## src/rtl/gpio_pkg.sv

```systemverilog
// Shared constants for the GPIO port controller: register map, access FSM encoding, port width.
package gpio_pkg;

    localparam int GPIO_W = 8;

    localparam logic [2:0] REG_OUT   = 3'd0;
    localparam logic [2:0] REG_DIR   = 3'd1;
    localparam logic [2:0] REG_IN    = 3'd2;
    localparam logic [2:0] REG_IFLAG = 3'd3;
    localparam logic [2:0] REG_IMASK = 3'd4;
    localparam logic [2:0] REG_EDGE  = 3'd5;
    localparam logic [2:0] REG_SET   = 3'd6;
    localparam logic [2:0] REG_CLR   = 3'd7;

    localparam logic [1:0] ST_IDLE   = 2'd0;
    localparam logic [1:0] ST_ACCESS = 2'd1;
    localparam logic [1:0] ST_COMMIT = 2'd2;

endpackage

```

## src/rtl/gpio_input_sync.sv

```systemverilog
// Pad input path: two-flop synchroniser, optional GPIO_DEBOUNCE_EN qualifier, rise/fall detect.
// Level follows the pad two edges later (plus DEBOUNCE_CYCLES when debounced); no backpressure.
module gpio_input_sync #(
    parameter int WIDTH           = 8,
    parameter int DEBOUNCE_CYCLES = 16
) (
    input  logic             clk,
    input  logic             rst_n,
    input  logic [WIDTH-1:0] pin_i,
    output logic [WIDTH-1:0] level_o,
    output logic [WIDTH-1:0] rise_o,
    output logic [WIDTH-1:0] fall_o
);

    if (DEBOUNCE_CYCLES < 1) begin : g_cfg_check
        $error("gpio_input_sync: DEBOUNCE_CYCLES must be at least 1");
    end

    logic [WIDTH-1:0] s1_q;
    logic [WIDTH-1:0] s2_q;
    logic [WIDTH-1:0] prev_q;
    logic [2:0]       prime_q;
    logic             primed;

`ifdef GPIO_DEBOUNCE_EN
    // Extra prime step: the qualifier is loaded straight from the first real s2 sample.
    localparam logic [2:0] PRIME_MAX = 3'd4;
    localparam int         CW        = $clog2(DEBOUNCE_CYCLES + 1);

    logic [WIDTH-1:0] qual_q;
    logic [CW-1:0]    cnt_q [WIDTH];

    always_ff @(posedge clk) begin
        if (!rst_n) begin
            qual_q <= '0;
            for (int i = 0; i < WIDTH; i++) cnt_q[i] <= '0;
        end else if (prime_q == PRIME_MAX - 3'd2) begin
            qual_q <= s2_q;
        end else begin
            for (int i = 0; i < WIDTH; i++) begin
                if (s2_q[i] == qual_q[i]) begin
                    cnt_q[i] <= '0;
                end else if (cnt_q[i] == CW'(DEBOUNCE_CYCLES - 1)) begin
                    qual_q[i] <= s2_q[i];
                    cnt_q[i]  <= '0;
                end else begin
                    cnt_q[i] <= cnt_q[i] + 1'b1;
                end
            end
        end
    end

    assign level_o = qual_q;
`else
    localparam logic [2:0] PRIME_MAX = 3'd3;

    assign level_o = s2_q;
`endif

    // Edges stay masked until both level and prev hold post-reset samples,
    // so pins that are static high out of reset never flag.
    always_ff @(posedge clk) begin
        if (!rst_n) begin
            s1_q    <= '0;
            s2_q    <= '0;
            prev_q  <= '0;
            prime_q <= '0;
        end else begin
            s1_q   <= pin_i;
            s2_q   <= s1_q;
            prev_q <= level_o;
            if (prime_q != PRIME_MAX) prime_q <= prime_q + 3'd1;
        end
    end

    assign primed = (prime_q == PRIME_MAX);
    assign rise_o = primed ? (level_o & ~prev_q) : '0;
    assign fall_o = primed ? (~level_o & prev_q) : '0;

endmodule

```

## src/rtl/gpio_port_controller.sv

```systemverilog
// 6502 bus GPIO port: access FSM (one commit per CS-low access), register file, edge IRQ.
// Writes land one cycle after CS rises; reads are combinational; GPIO_DEBOUNCE_EN adds input qualification.
module gpio_port_controller
    import gpio_pkg::*;
#(
    parameter int WIDTH           = GPIO_W,
    parameter int DEBOUNCE_CYCLES = 16
) (
    input  logic             CLK,
    input  logic             RST,
    input  logic             CS,
    input  logic             RW,
    input  logic [2:0]       ADDR,
    input  logic [WIDTH-1:0] DATA_IN,
    output logic [WIDTH-1:0] DATA_OUT,
    output logic             DATA_OE,
    input  logic [WIDTH-1:0] PIN_IN,
    output logic [WIDTH-1:0] PIN_OUT,
    output logic [WIDTH-1:0] PIN_DIR,
    output logic             IRQ
);

    logic [1:0]       state_q, state_d;
    logic [2:0]       cap_addr_q, cap_addr_d;
    logic             cap_rw_q, cap_rw_d;
    logic [WIDTH-1:0] cap_data_q, cap_data_d;
    logic [WIDTH-1:0] out_q, out_d;
    logic [WIDTH-1:0] dir_q, dir_d;
    logic [WIDTH-1:0] iflag_q, iflag_d;
    logic [WIDTH-1:0] imask_q, imask_d;
    logic [WIDTH-1:0] edge_q, edge_d;
    logic             irq_q;
    logic [WIDTH-1:0] in_level, in_rise, in_fall, edge_hit, w1c;
    logic             commit, rd_en;

    gpio_input_sync #(
        .WIDTH           (WIDTH),
        .DEBOUNCE_CYCLES (DEBOUNCE_CYCLES)
    ) u_sync (
        .clk     (CLK),
        .rst_n   (RST),
        .pin_i   (PIN_IN),
        .level_o (in_level),
        .rise_o  (in_rise),
        .fall_o  (in_fall)
    );

    assign commit   = (state_q == ST_COMMIT);
    assign edge_hit = (in_rise & edge_q) | (in_fall & ~edge_q);

    always_comb begin
        state_d    = state_q;
        cap_addr_d = cap_addr_q;
        cap_rw_d   = cap_rw_q;
        cap_data_d = cap_data_q;
        if (!CS) begin
            cap_addr_d = ADDR;
            cap_rw_d   = RW;
            cap_data_d = DATA_IN;
        end
        case (state_q)
            ST_IDLE:   if (!CS) state_d = ST_ACCESS;
            ST_ACCESS: if (CS) state_d = cap_rw_q ? ST_IDLE : ST_COMMIT;
            ST_COMMIT: state_d = CS ? ST_IDLE : ST_ACCESS;
            default:   state_d = ST_IDLE;
        endcase
    end

    always_comb begin
        out_d   = out_q;
        dir_d   = dir_q;
        imask_d = imask_q;
        edge_d  = edge_q;
        w1c     = '0;
        if (commit) begin
            case (cap_addr_q)
                REG_OUT:   out_d   = cap_data_q;
                REG_DIR:   dir_d   = cap_data_q;
                REG_IFLAG: w1c     = cap_data_q;
                REG_IMASK: imask_d = cap_data_q;
                REG_EDGE:  edge_d  = cap_data_q;
                REG_SET:   out_d   = out_q | cap_data_q;
                REG_CLR:   out_d   = out_q & ~cap_data_q;
                default:   ;
            endcase
        end
        // A fresh edge beats a same-cycle clear.
        iflag_d = (iflag_q & ~w1c) | edge_hit;
    end

    always_ff @(posedge CLK) begin
        if (!RST) begin
            state_q    <= ST_IDLE;
            cap_addr_q <= '0;
            cap_rw_q   <= 1'b1;
            cap_data_q <= '0;
            out_q      <= '0;
            dir_q      <= '0;
            iflag_q    <= '0;
            imask_q    <= '0;
            edge_q     <= '0;
            irq_q      <= 1'b1;
        end else begin
            state_q    <= state_d;
            cap_addr_q <= cap_addr_d;
            cap_rw_q   <= cap_rw_d;
            cap_data_q <= cap_data_d;
            out_q      <= out_d;
            dir_q      <= dir_d;
            iflag_q    <= iflag_d;
            imask_q    <= imask_d;
            edge_q     <= edge_d;
            irq_q      <= ~|(iflag_q & imask_q);
        end
    end

    assign rd_en = !CS && RW && RST;

    always_comb begin
        DATA_OUT = '0;
        if (rd_en) begin
            case (ADDR)
                REG_OUT, REG_SET, REG_CLR: DATA_OUT = out_q;
                REG_DIR:   DATA_OUT = dir_q;
                REG_IN:    DATA_OUT = in_level;
                REG_IFLAG: DATA_OUT = iflag_q;
                REG_IMASK: DATA_OUT = imask_q;
                REG_EDGE:  DATA_OUT = edge_q;
                default:   DATA_OUT = '0;
            endcase
        end
    end

    assign DATA_OE = rd_en;
    assign PIN_OUT = out_q;
    assign PIN_DIR = dir_q;
    assign IRQ     = irq_q;

endmodule
```

## config.mk

```make
export PLATFORM = sky130hd
export DESIGN_NAME = gpio_port_controller
export DESIGN_NICKNAME = d
export VERILOG_FILES = /design/src/rtl/gpio_pkg.sv /design/src/rtl/gpio_input_sync.sv /design/src/rtl/gpio_port_controller.sv
export SDC_FILE = /design/constraint.sdc
export NUM_CORES = 1
export LEC_CHECK = 0
export ABC_AREA = 1
export CAP_MARGIN = 25
export CORE_ASPECT_RATIO = 1.25
export CORE_UTILIZATION = 50
export DETAILED_ROUTE_END_ITERATION = 7
export GPL_ROUTABILITY_DRIVEN = 0
export PLACE_DENSITY = 0.81
export REMOVE_ABC_BUFFERS = 1
export SKIP_CTS_REPAIR_TIMING = 1
export SKIP_LAST_GASP = 1
export SLEW_MARGIN = 0
export SYNTH_ARGS = -nofsm -noshare
export SYNTH_HDL_FRONTEND = slang
export SYNTH_HIERARCHICAL = 1
export SYNTH_SLANG_ARGS = --single-unit
```

## constraint.sdc

```tcl
create_clock -name CLK -period 1.3 [get_ports CLK]
set_input_delay 0.26 -clock CLK [delete_from_list [all_inputs] [get_ports CLK]]
set_output_delay 0.26 -clock CLK [all_outputs]
set_load 0.02 [all_outputs]
```

Word level (Yosys, flattened, before mapping)
Cells that the tools add are included. W data, S select, Z words.

Register bits after elaboration: 82. Word-level logic and storage cells: 76.

Add/subtract/negate cells: 1. Equality and inequality tests: 19. Mux-type cells: 12. Bitwise logic cells: 15. Reduce and logical (&&, ||, !) cells: 15.

Operators with widths (number): $and A8 B8 Y8 (7); $pmux W8 S6 (1); $mux W8 (5); $not A8 Y8 (5); $eq A3 B3 Y1 const B (8); $or A8 B8 Y8 (3); $pmux W8 S3 (1); $eq A3 B2 Y1 const B (4); $reduce_and A2 Y1 (5); $reduce_or A8 Y1 (1); $eq A3 B1 Y1 const B (2); $logic_not A3 Y1 (2); $mux W2 (3); $pmux W2 S3 (1); $ne A2 B2 Y1 const B (2); $add A3 B1 Y3 const B (1); $ne A3 B2 Y1 const B (1); $reduce_bool A3 Y1 (1); $reduce_or A3 Y1 (1); $eq A2 B1 Y1 const B (1); $eq A2 B2 Y1 const B (1); $logic_and A1 B1 Y1 (2); $logic_not A1 Y1 (2); $logic_not A2 Y1 (1); $mux W1 (1).

Longest topological paths before layout
Gate-level depths: netlist of the first run.

Word-level depth: 6. Gate-level depth with buffers: 8. Gate-level depth less buffers: 7.

Modules after synthesis
The synthesis of the first run kept the hierarchy.

By module, submodules not included: gpio_port_controller (times used 1, cells each 421, area an instance 2825.2 µm²); gpio_input_sync (times used 1, cells each 130, area an instance 996.0 µm²).

Worst setup path before layout of the first run
OpenSTA, ideal clock, no wires.

Path kind: input port to output port. Start point: input CS. End point: output DATA_OUT[1]. Arrival time: 1.369 ns. Slack: -0.329 ns. Stages on the path: 5. Cell sequence: inv_1 nand2_1 nor2_1 o21ai_0 a21oi_1.

Longest elaborated chain between the ends: 4.

RTL lines: start, declared (line gpio_port_controller.sv:11) `input logic CS,`; $logic_not A1 Y1 (line gpio_port_controller.sv:117) `assign rd_en = !CS && RW && RST;`; $logic_and A1 B1 Y1 (2 in series) (line gpio_port_controller.sv:117); named net DATA_OE (line gpio_port_controller.sv:16) `output logic DATA_OE,`; $mux W8 (line gpio_port_controller.sv:121) `if (rd_en) begin`; end, declared (line gpio_port_controller.sv:15) `output logic [WIDTH-1:0] DATA_OUT,`.

The timed path passes the listed nets, and every way through them passes these cells.

Worst setup path in the final report of the first run
Start point: input ADDR[2]. End point: output DATA_OUT[2].

Longest elaborated chain between the ends: 4. Elaborated cells on any way between the ends: 11. Classes of those cells: eq/ne: 7; mux: 2; reduce/logical: 2.

RTL lines: start, declared (line gpio_port_controller.sv:13) `input logic [2:0] ADDR,`; $eq A3 B3 Y1 or $logic_not A3 Y1 (tied branches) (line gpio_port_controller.sv:122) `case (ADDR)`; $reduce_or A3 Y1 (line gpio_port_controller.sv:122); $pmux W8 S6 (*) (line gpio_port_controller.sv:122); $mux W8 (*) (line gpio_port_controller.sv:121).

Every way passes the cells marked *; elsewhere a longest branch is shown, timed or not.

==> run metrics, run 1 <==
crit end category output pin; Via density 5.78; synth warn 6; die area around 8000 um2; Area after DPL ~4900 um2; most frequent cells in the layout nand2_1 (107), buf_4 (80), nor2_1 (63); vias post-DR around 4500; Worst Path Arrival roughly 1.4 ns; VDD IR-drop max 0.620 mV; fin cells about 780; worst-path fanout max 8; Avg Inst Size Synth ~6.9 um2; mux cell area share after synthesis 0.0210; WL/cell ~18 um; Worst-Margin Slew 0.617 ns; Static Leak between 2 and 3 nW; sequential area share after synthesis 0.430; status finished with violations; initial antenna violation count 0; f_max just over 600 MHz; Pwr Density 936 nW/um2; ys async rst share 0; post-synthesis xor/xnor area fraction 0; Pwr Total about 0.0052 W; detailed placement HPWL 7.80 mm; Routed WL 13.6 mm; gr ovfl total 0; Die Width ~80 um; top_reg_cell synth dfxtp_1; Synth Cell Area between 3000 and 4000 um2; most common cell after layout, fill and taps aside nand2_1; area added between synthesis and finish 45.2%; CTS sink count between 80 and 90; vias in the first global route approximately 3800; fin crit share 1.24; Max Root-Sink Buffers 2; n_diodes 0; Setup Skew 0.00804 ns; violated checks setup timing; max-slew violations 0; Synth Area in Compound Gates 0.126; Startpoint Class input pin; Yosys reg bits 82; critical path required time roughly 1.0 ns; Slew Limit Headroom 0.589; final worst slack -0.309 ns; I/O pin cnt about 50; Hold/Removal Path Class input pin to flip-flop; ANT nets after route 0; post-synthesis cell type count 26; synthesized instance count ~550; Adder-Cell Fraction of Synth Area 0.00982; NumNets Final 708; GRT Total Usage 0.278; Post-synth EDFFs 0; Crit Path Class input pin to output pin; clock root buffer master clkbuf_8; global-route wire length before repair about 17 mm; Initial DRC Count between 500 and 600; port bufs 48; DIE HEIGHT 99.7 um; DR DRC count 0; crit path time final roughly 1.6 ns; Cells after DPL roughly 750; max-cap violations 0; share of cells above drive strength 1 0.368; Core Box Area between 7000 and 8000 um2; Final setup viols 17; fin area between 5000 and 6000 um2; Final Hold Vio Count 0; 1st-pass router iterations 5; H-tree Lvls 3; CTS tree done; simple-gate share of the synthesized area 0.322; Fillers 489; Skew-Pair Late Insertion Delay around 0.37 ns; largest net degree at the start of global routing 65; Starting Density 0.516; CTS Buf Count 9; unrepaired setup endpoints after global routing yes; Clk pin slew, worst setup/hold paths approximately 0.090 ns; cell row count 35; main combinational cell family by area after synthesis simple AND/OR/NAND/NOR gates
kinds of logic after synthesis:
logic type      count (synthesis)
fa+ha+maj                       3
mux                             8
simple gates                  287
flops                          82
compound gates                 91
buf+inv                        80
cell type report:
class	count	area [um2]	share of cell area
inverters	63	259	0.0467
multi-input cells	391	2190	0.395
clock buffers	11	141	0.0255
repair buffers	135	1140	0.205
flip-flops and latches	82	1680	0.302
clock inverters	5	30.0	0.00541
well taps	92	115	0.0208
cell usage after synthesis (4+ instances only):
cell,n,share of area
nor2_2,7,0.011
clkbuf_1,7,0.0069
o21ai_0,37,0.048
a21oi_1,41,0.054
nand2_2,6,0.0098
nand2_1,142,0.14
inv_2,8,0.0079
o21ai_1,6,0.0079
mux2i_1,8,0.021
a22o_1,4,0.0092
nor2_1,75,0.074
nand3_1,49,0.064
dfxtp_1,82,0.43
buf_6,4,0.012
inv_1,55,0.054
state kept, by name (all words and copies together) (netlist names), 8 cells and up:
name / count
PIN_DIR: 8
PIN_OUT: 8
cap_data_q: 8
edge_q: 8
iflag_q: 8
imask_q: 8
u_sync/level_o: 8
u_sync/prev_q: 8
u_sync/s1_q: 8
final timing paths:
check                           depth (start not counted)                            from  slack (ns)                            to
worst min register to register                          2       u_sync/s1_q[6]$_SDFF_PN0_        0.41  u_sync/level_o[6]$_SDFF_PN0_
worst max register to register                          7  u_sync/prime_q[1]$_SDFFE_PN0P_       -0.06         iflag_q[6]$_SDFF_PN0_
worst max-delay path                                   10                         ADDR[2]       -0.31                   DATA_OUT[2]
worst min-delay path                                    3                              RW        0.16         cap_rw_q$_SDFFE_PN1N_
stage by stage:
step	hold slack, ns	TNS [ns]	setup WS, ns	utilization
floorplan	0.329	-2.49	-0.360	-
global placement	0.393	-11.73	-1.23	0.658
detailed placement	0.401	-12.78	-1.25	0.658
CTS	0.420	-19.26	-1.26	0.681
global route	0.171	-3.29	-0.352	0.749
finish	0.164	-2.27	-0.309	0.749
layer usage:
| layer | up-vias | part of all wire | GRT usage |
|---|---|---|---|
| met1 | 2112 | 0.36 | 0.318 |
| met4 | 0 | 0.060 | 0.177 |
| li1 | 2029 | - | - |
| met5 | - | 0 | 0 |
| met3 | 75 | 0.074 | 0.0624 |
| met2 | 283 | 0.50 | 0.462 |
worst max-delay path, stage by stage:
cell and delay (ns):
buf_6 0.13, inv_8 0.07, nand2_8 0.07, nor2_4 0.12, buf_8 0.17, nand2_1 0.08, nand2_1 0.07, nor2_1 0.05
a21oi_2 0.16, buf_4 0.17
where the power goes:
group | internal [W] | leakage, nW | switching, W | total [W]
clock | 0.000737 | 0.0851 | 0.000962 | 0.00170
sequential | 0.00260 | 0.680 | 0.0000920 | 0.00269
combinational | 0.000343 | 1.90 | 0.000464 | 0.000807
(Power assumes the default switching activity.)
==> run 2: changes to the inputs <==
- CORE_ASPECT_RATIO: 1.25 -> unset
- SKIP_LAST_GASP: 1 -> unset
==> run metrics, run 2 (synthesis results as in run 1) <==
status finished with violations; violated checks DRC, setup timing; WL/cell 16.0 um (-8.5%); worst reg-to-reg setup slack -0.04 ns (+0.02 ns); vias post-DR 4376 (-2.7%); crit end category output pin; max-slew violations 0 (unchanged); largest net degree at the start of global routing 65 (unchanged); Top Usage Layer GRT met2; Pwr Total 0.00543 W (+4.5%); Int Pwr 0.00400 W (+8.8%); area added between synthesis and finish 44.2%; H-tree Lvls 3 (unchanged); ANT nets after route 0 (unchanged); crit path time final 1.63 ns (+0.0180 ns); WHS Endpoint cap_addr_q[1]$_SDFFE_PN0N_; Worst Path Arrival 1.37 ns (+0.02 ns); GR Util met2 0.483 (+0.0208); routing usage on met3 0.0674 (+0.00502); critical path's slowest cell a21oi_2; Core Box Area 7330 um2 (-0.95%); CTS Buf Count 9 (unchanged); crit-path cells buf_12 > clkinv_8 > nand2_8 > nor2_4 > buf_4 > nand2_1 > nand2_1 > nor2_1 > a21oi_2 > buf_6; cell row count 31 (-11%); share of cells above drive strength 1 0.330 (-0.0378); r2r startpoint cap_addr_q[0]$_SDFFE_PN0N_; f_max 615 MHz (-1.1%); most frequent cells in the layout nand2_1 (119), buf_4 (84), dfxtp_1 (64), nor2_1 (64), inv_1 (53); n_diodes 0 (unchanged); Setup Skew 0.00818 ns (+0.000141 ns); gr ovfl total 0 (unchanged); crit path from ADDR[1]; fin crit share 1.25 (+0.0139); switching pwr 0.00143 W (-5.9%); pre-CTS setup slack -1.26 ns (-0.00954 ns); final worst slack -0.327 ns (-0.0180 ns); vias in the first global route 3733 (-3.0%); Routed WL 12.6 mm (-7.7%); GRT Total Usage 0.280 (+0.00200); VDD IR-drop max 0.801 mV (+29%); die area 8000 um2 (about the same); max incr delay on CP 0.18 ns (about the same); CTS tree done; Crit Path Class input pin to output pin; Startpoint Class input pin; combinational share of power 0.140 (-0.015); Initial DRC Count 488 (-4.9%); Worst-Margin Slew 0.588 ns (-0.0290 ns); most common cell after layout, fill and taps aside nand2_1; Static Leak 2.60 nW (-2.2%); Max Root-Sink Buffers 2 (unchanged); I/O pin cnt 49 (unchanged); Slew Limit Headroom 0.608 (+0.0193); clock root buffer master clkbuf_8; Via density 5.57 (-3.6%); Pwr Density 985 nW/um2 (+5.2%); met1 usage 0.336 (+0.0181); worst hold path startpoint ADDR[1]; global-route wire length before repair 16.9 mm (-0.97%); Skew-Pair Late Insertion Delay 0.37 ns (about the same); cell mode on critical path nand2_1; Die Width 89.4 um (+12%); RR Endpoint imask_q[2]$_SDFFE_PN0P_; Final setup viols 14 (-3); max-cap violations 0 (unchanged); Clock power frac 0.365 (+0.038); DR DRC count 1 (+1); Clk pin slew, worst setup/hold paths 0.08 ns (about the same); Hold/Removal Path Class input pin to flip-flop; critical path required time 1.04 ns (about the same); CTS sink count 82 (unchanged); 1st-pass router iterations 7 (+2); WHS Path Cells 3 (unchanged); fin cells 786 (+0.90%); Starting Density 0.521 (+0.00493); unrepaired setup endpoints after global routing yes; final core utilization 0.752 (+0.00238); NumNets Final 709 (+0.14%); initial antenna violation count 0 (unchanged); switching portion of total power 0.263 (-0.0291); Final Hold Vio Count 0 (unchanged); worst-path fanout max 4 (-4); port bufs 48 (unchanged); Cells after DPL 757 (+1.1%); DIE HEIGHT 89.4 um (-10%); Flop pwr share 0.495 (-0.022); post-route setup TNS -1.96 ns (+0.307 ns); R2R cell count 6 (-1); detailed placement HPWL 7.62 mm (-2.3%)
[run 2: cell types whose count changed in the layout (fill, tap and decap cells not counted), moves of 4 or more]
cell	previous run	this run
nand2_4	8	4
dfxtp_1	58	64
nor2_2	13	8
dfxtp_2	22	16
nand3_1	43	47
nand2_1	107	119
buf_4	80	84
nand2_2	30	22
[run 2: area by class of cell]
| class | instances | area (um2) |
|---|---|---|
| Clock buffer | 12 | 135 |
| Clock inverter | 3 | 65.1 |
| Fill cell | 501 | 1820 |
| Inverter | 63 | 264 |
| Multi-Input combinational cell | 390 | 2120 |
| Sequential cell | 82 | 1670 |
| Tap cell | 99 | 124 |
| Timing Repair Buffer | 137 | 1130 |
[run 2: critical path, delay by kind of cell]
| kind | cells | cell delay [ns] |
|---|---|---|
| compound gates | 1 | 0.18 |
| buf+inv | 4 | 0.45 |
| simple gates | 5 | 0.46 |
[run 2: metal layers]
| layer | up-vias | wire [um] |
|---|---|---|
| li1 | 2020 | - |
| met1 | 2006 | 4730 |
| met2 | 285 | 6100 |
| met3 | 65 | 1050 |
| met4 | 0 | 713 |
| met5 | - | 0 |
[run 2: how the worst max path moves through the flow]
stage	slack [ns]	to	depth (start not counted)
floorplan	-0.36	DATA_OUT[1]	4
global placement	-1.22	DATA_OUT[4]	8
detailed placement	-1.26	DATA_OUT[4]	8
CTS	-1.26	DATA_OUT[4]	8
global route	-0.34	DATA_OUT[4]	10
finish	-0.33	DATA_OUT[4]	10
[run 2: power groups by stage]
stage / combinational, W / clock [W] / sequential, W
2_1_floorplan: 0.000279 / 0 / 0.00271
3_3_place_gp: 0.000541 / 0 / 0.00272
3_5_place_dp: 0.000571 / 0 / 0.00273
4_1_cts: 0.000574 / 0.00197 / 0.00267
5_1_grt: 0.000817 / 0.00208 / 0.00270
6_report: 0.000760 / 0.00198 / 0.00269
[run 2: through the flow]
stage | instance area (um2) | hold WS (ns)
final | 5510 | 0.246
after global routing | 5510 | 0.275
after CTS | 5070 | 0.394
after detailed placement | 4870 | 0.405
after global placement | 4870 | 0.394
after floorplan | 3700 | 0.329
